### src/rtl/booth_seq_ctrl_if.sv
// Handshake/operand bundle for booth_seq_ctrl.
// The sgn signal exists only when BOOTH_SIGNED_EN is defined.
interface booth_seq_ctrl_if #(
  parameter int N = 4
);
  logic           start;
  logic [N-1:0]   A;
  logic [N-1:0]   B;
`ifdef BOOTH_SIGNED_EN
  logic           sgn;
`endif
  logic           ready;
  logic           busy;
  logic           done;
  logic [2*N-1:0] Mul;

  modport master (
    output start, A, B,
`ifdef BOOTH_SIGNED_EN
    output sgn,
`endif
    input  ready, busy, done, Mul
  );

  modport slave (
    input  start, A, B,
`ifdef BOOTH_SIGNED_EN
    input  sgn,
`endif
    output ready, busy, done, Mul
  );
endinterface

### src/rtl/booth_seq_ctrl.sv
// Iterative radix-2 Booth multiplier: one add/sub/shift step per cycle over N+1 cycles.
// Optional feature macro BOOTH_SIGNED_EN adds the sgn input (two's-complement operands).
module booth_seq_ctrl #(
  parameter int N = 4
) (
  input  logic              clk,
  input  logic              rst,
  booth_seq_ctrl_if.slave   bus
);
  localparam int W  = N + 1;
  localparam int CW = $clog2(W + 1);

  localparam logic [1:0] IDLE = 2'd0;
  localparam logic [1:0] CALC = 2'd1;
  localparam logic [1:0] DONE = 2'd2;

  logic [1:0]     state;
  logic [W:0]     acc;
  logic [W-1:0]   q;
  logic [W-1:0]   m;
  logic           q_m1;
  logic [CW-1:0]  cnt;
  logic [2*N-1:0] mul_r;

  logic           a_ext;
  logic           b_ext;
  logic [W:0]     m_sx;
  logic [W:0]     sum;
  logic [W:0]     acc_nx;
  logic [W-1:0]   q_nx;
  logic           qm1_nx;

  // Extension bit applied to the operands at load time.
  always_comb begin
    a_ext = 1'b0;
    b_ext = 1'b0;
`ifdef BOOTH_SIGNED_EN
    a_ext = bus.sgn & bus.A[N-1];
    b_ext = bus.sgn & bus.B[N-1];
`endif
  end

  // NOTE: every signal assigned here gets a default first, so no latch is inferred.
  always_comb begin
    m_sx = {m[W-1], m};
    sum  = acc;
    unique case ({q[0], q_m1})
      2'b01:   sum = acc + m_sx;
      2'b10:   sum = acc - m_sx;
      default: sum = acc;
    endcase
    {acc_nx, q_nx, qm1_nx} = {sum[W], sum, q};
  end

  // NOTE: sequential state uses non-blocking assignments so all registers update together.
  // NOTE: every register, datapath included, is reset so an aborted operation leaves no residue.
  always_ff @(posedge clk) begin
    if (rst) begin
      state <= IDLE;
      acc   <= '0;
      q     <= '0;
      m     <= '0;
      q_m1  <= 1'b0;
      cnt   <= '0;
      mul_r <= '0;
    end else begin
      unique case (state)
        CALC: begin
          acc  <= acc_nx;
          q    <= q_nx;
          q_m1 <= qm1_nx;
          cnt  <= cnt - CW'(1);
          if (cnt == CW'(1)) begin
            state <= DONE;
            mul_r <= {acc_nx[N-2:0], q_nx};
          end
        end
        default: begin
          // IDLE and DONE behave identically: a start loads, otherwise rest in IDLE.
          if (bus.start) begin
            state <= CALC;
            m     <= {a_ext, bus.A};
            q     <= {b_ext, bus.B};
            acc   <= '0;
            q_m1  <= 1'b0;
            cnt   <= CW'(W);
          end else begin
            state <= IDLE;
          end
        end
      endcase
    end
  end

  assign bus.ready = (state != CALC);
  assign bus.busy  = (state == CALC);
  assign bus.done  = (state == DONE);
  assign bus.Mul   = mul_r;
endmodule

### src/flat_wrapper.sv
// flat-port wrapper written by rule: the top's interface ports become plain ports
module booth_seq_ctrl_flat 
#(
  parameter int N = 4
)
  (clk, rst, bus_start, bus_A, bus_B, bus_ready, bus_busy, bus_done, bus_Mul);
  booth_seq_ctrl_if #(.N(N)) bus_i ();
  input  logic clk;
  input  logic rst;
  input wire logic [$bits(bus_i.start)-1:0] bus_start;
  input wire logic [$bits(bus_i.A)-1:0] bus_A;
  input wire logic [$bits(bus_i.B)-1:0] bus_B;
  output wire logic [$bits(bus_i.ready)-1:0] bus_ready;
  output wire logic [$bits(bus_i.busy)-1:0] bus_busy;
  output wire logic [$bits(bus_i.done)-1:0] bus_done;
  output wire logic [$bits(bus_i.Mul)-1:0] bus_Mul;
  assign bus_i.start = bus_start;
  assign bus_i.A = bus_A;
  assign bus_i.B = bus_B;
  assign bus_ready = bus_i.ready;
  assign bus_busy = bus_i.busy;
  assign bus_done = bus_i.done;
  assign bus_Mul = bus_i.Mul;
  booth_seq_ctrl #(.N(N)) u_core (.clk(clk), .rst(rst), .bus(bus_i));
endmodule
### config.mk
export PLATFORM = sky130hd
export DESIGN_NAME = booth_seq_ctrl_flat
export DESIGN_NICKNAME = d
export VERILOG_FILES = /design/src/rtl/booth_seq_ctrl_if.sv /design/src/rtl/booth_seq_ctrl.sv /design/src/flat_wrapper.sv
export SDC_FILE = /design/constraint.sdc
export NUM_CORES = 1
export LEC_CHECK = 0
export ABC_AREA = 1
export BUFFER_PORTS_ARGS = -buffer_cell sky130_fd_sc_hd__buf_2
export CORE_ASPECT_RATIO = 1.25
export CORE_MARGIN = 1
export CORE_UTILIZATION = 36
export CTS_BUF_LIST = sky130_fd_sc_hd__clkbuf_16
export DETAILED_ROUTE_END_ITERATION = 7
export HOLD_SLACK_MARGIN = 0.02
export PLACE_DENSITY = 0.66
export RECOVER_POWER = 50
export SETUP_SLACK_MARGIN = 0.1
export SLEW_MARGIN = 40
export SYNTH_ARGS = -nofsm -noshare
export SYNTH_HDL_FRONTEND = slang
export SYNTH_SLANG_ARGS = --single-unit
### constraint.sdc
create_clock -name clk -period 2 [get_ports clk]
set_clock_uncertainty 0.2 [all_clocks]
set_input_delay 0.1 -clock clk [delete_from_list [all_inputs] [get_ports clk]]
set_output_delay 0.1 -clock clk [all_outputs]
set_load 0.1 [all_outputs]
==> results_dict.tcl <==
set metrics [dict create \
    rsz0062_at_grt "true" \
    area_growth_pct 31.6 \
    rows 26 \
    insertion_delay_ps 260 \
    clkSinkCount 28 \
    crit_top_cell "nand2_1" \
    critPathRequiredTime_ps 1970 \
    min_path_type "flip-flop to flip-flop" \
    cts_tree "yes" \
    synth_cell_type_count 29 \
    finalWorstSetupSlack_ps -29.3 \
    cap_violations 0 \
    worstPathCellList "inv_2 > ha_4 > inv_4 > o21ai_4 > inv_2 > ha_4 > nand2_2 > nor2_1 > nand2_1 > nand3_2 > inv_1 > nand2_1 > nand3b_1 > nand2_1 > inv_1" \
    path_class "flip-flop to flip-flop" \
    r2r_start "u_core.m[1]$_SDFFE_PP0P_" \
    fp.coreArea_um2 4100 \
    portBuffers 21 \
    num_vias 1421 \
    leakage_nw 0.910 \
    grt_pass1_vias 1380 \
    worst_hold_path.endpoint "u_core.q_m1$_SDFFE_PP0P_" \
    violations "negative setup slack" \
    synth_enable_flop_cells 0 \
    synth_area_leaders "dfxtp_1 (36%), nand2_1 (11%), inv_1 (8.3%)" \
    yosysSeqAreaShare_pct 36.3 \
    die_y_um 75.2 \
    grt_usage_pct 19.0 \
    layout_commonest_cell "nand2_1" \
    nets 268 \
    critPathMaxFanout 3 \
    holdPathStages 2 \
    yosysTopAreaCellShare_pct 36.3 \
    drc 0 \
    p_total_mw 1.52 \
    place.gp.congestion 0.827 \
    cp_slowest_cell "dfxtp_2" \
    arrival_ps 2000 \
    wl_um 3650 \
    antenna_found_initial 0 \
    layout_common_cells "nand2_1 (44), inv_1 (29), dfxtp_1 (24), nand3_1 (15), a21oi_1 (14)" \
    syn-cell-area_um2 1540 \
    cts_made_buffers 3 \
    die_w_um 60.6 \
    start_util_pct 37.7 \
    ys.flop_type "dfxtp_1" \
    ir_worst_vdd_mv 0.467 \
    drt_iter0_drc 31 \
    slew_headroom_pct 23.2 \
    cp-start-kind "flip-flop" \
    yosys.area.top_type "dfxtp_1" \
    critPathTopFamily "adder cells" \
    cts_root_buf "clkbuf_16" \
    worst_pin_slew_ps 1160 \
    synth-seq-cells 28 \
    fin_crit_sh_pct 101 \
    syn_nets 228 \
    grt_pass1_wl_um 6240 \
    r2r_setup_slack_ps -30 \
    num-fill-cells 435 \
    clk_path_buf_depth 2 \
    setup_viol 2 \
    io_pins 22 \
    finalHoldViolations 0 \
    cp.buffers_inverters 5 \
    period_minus_slack_ps 2030 \
    dr.pass1.iters 4 \
    grt.overflow.total 0 \
    r2r_end "u_core.acc[4]$_SDFFE_PP0P_" \
    insertedDiodeCount 0 \
    fmax_ghz 0.493 \
    drive_gt1_share_pct 28.9 \
    h-tree-depth 1 \
    status "complete, but fails checks" \
    syn_inst 207 \
    via_per_inst 4.71 \
    antenna_left 0 \
    crit_path_end_kind "flip-flop" \
    avgSynthCellArea_um2 7.46 \
    dpl.cell_count 284 \
    r2r_cells 15 \
    max_stage_delay_ps 360 \
    dieArea_um2 4560 \
    hp-start "u_core.q_m1$_SDFFE_PP0P_" \
    p_per_area_nw_per_um2 748 \
    yosysWarnings 0 \
    grt_max_degree 19 \
    postSynth.asyncResetShare_pct 0 \
    fin_cells 302 \
    dp_hpwl_um 2540 \
    clkTransAtPathRegs_ps 70 \
    maxSlewViolCount 0 \
    startpoint "u_core.m[1]$_SDFFE_PP0P_" \
    wl_per_cell_um 12.1 \
    dp_slack_ps -125 \
]
cells in the mapped netlist, types with 2 or more instances:
library cell	instances
nand2_1	47
inv_1	34
dfxtp_1	28
a21oi_1	17
nand3_1	16
o21ai_0	11
nor2_1	10
ha_1	9
o21ai_2	5
o21ai_1	3
o22ai_1	3
buf_2	2
buf_6	2
inv_2	2
nand3b_1	2
nor2_8	2
xor2_1	2
worst reg2reg max path: stages, from the launching register on:
cell and delay (ps):
dfxtp_2 360, inv_2 60, ha_4 270, inv_4 30, o21ai_4 180, inv_2 70
ha_4 260, nand2_2 40, nor2_1 90, nand2_1 60, nand3_2 60, inv_1 40
nand2_1 50, nand3b_1 70, nand2_1 60, inv_1 30
where the power goes:
part / internal (mW) / switching [mW] / leakage (nW)
Combinational: 0.173 / 0.279 / 0.642
Sequential: 0.586 / 0.0187 / 0.230
Clock: 0.268 / 0.195 / 0.0385
Total: 1.03 / 0.493 / 0.910
metal layers:
| layer | wire length (um) | share of wire, % | GRT usage [%] |
|---|---|---|---|
| met1 | 1590 | 44 | 22.6 |
| met3 | 50 | 1.4 | 2.06 |
| met4 | 82 | 2.2 | 10.1 |
| met5 | 0 | 0 | 0 |
| met2 | 1920 | 53 | 33.0 |
layout make-up:
type                            instances  area [um^2]  area share [%]
Timing Repair Buffer                   39          263            12.9
Inverter                               39          161            7.94
Tap cell                               56         70.1            3.45
Sequential cell                        28          566            27.8
Clock buffer                            3         75.1            3.69
Clock inverter                          1         3.75           0.185
Multi-Input combinational cell        136          893            44.0
stage by stage:
stage	util, %	hold WS, ps	instance area, um^2	setup TNS (ps)
after detailed placement	42.7	191	1750	-643
after CTS	48.7	271	2000	-10.0
after global placement	42.7	184	1750	-614
after floorplan	-	47.2	1580	0
after global routing	49.6	281	2030	-658
final	49.6	269	2030	-56.6
timing repair:
| action | CTS | global route |
|---|---|---|
| pin swaps | 15 | 14 |
| resized for setup | 17 | 8 |
| hold buffers | 10 | 0 |
| endpoints found under the hold margin | 12 | 0 |
| setup endpoints to repair | 8 | 17 |
| setup buffers | 1 | 3 |
how the worst max path moves through the flow:
stage	cells after the start	end
3_5_place_dp	13	u_core.acc[2]$_SDFFE_PP0P_
4_1_cts	13	u_core.acc[2]$_SDFFE_PP0P_
2_1_floorplan	15	u_core.acc[4]$_SDFFE_PP0P_
3_3_place_gp	13	u_core.acc[2]$_SDFFE_PP0P_
5_1_grt	15	u_core.acc[4]$_SDFFE_PP0P_
6_report	15	u_core.acc[4]$_SDFFE_PP0P_
sequential cells by signal, indices dropped and copies added, names as in the netlist:
signal / count
u_core.q_m1: 1
u_core.cnt: 3
u_core.q: 5
u_core.state: 2
u_core.acc: 5
u_core.bus.Mul: 8
u_core.m: 4
cells by family after synthesis:
family                   after synthesis  share of synthesized area, %
XOR/XNOR                               2                          1.13
AND/OR/NAND/NOR                       81                          25.3
adder cells (fa/ha/maj)               10                          8.59
flip-flops                            28                          36.3
AO/OA/AOI/OAI                         43                          16.5
buffers and inverters                 43                          12.2
Power figures use the tool's default switching activity.
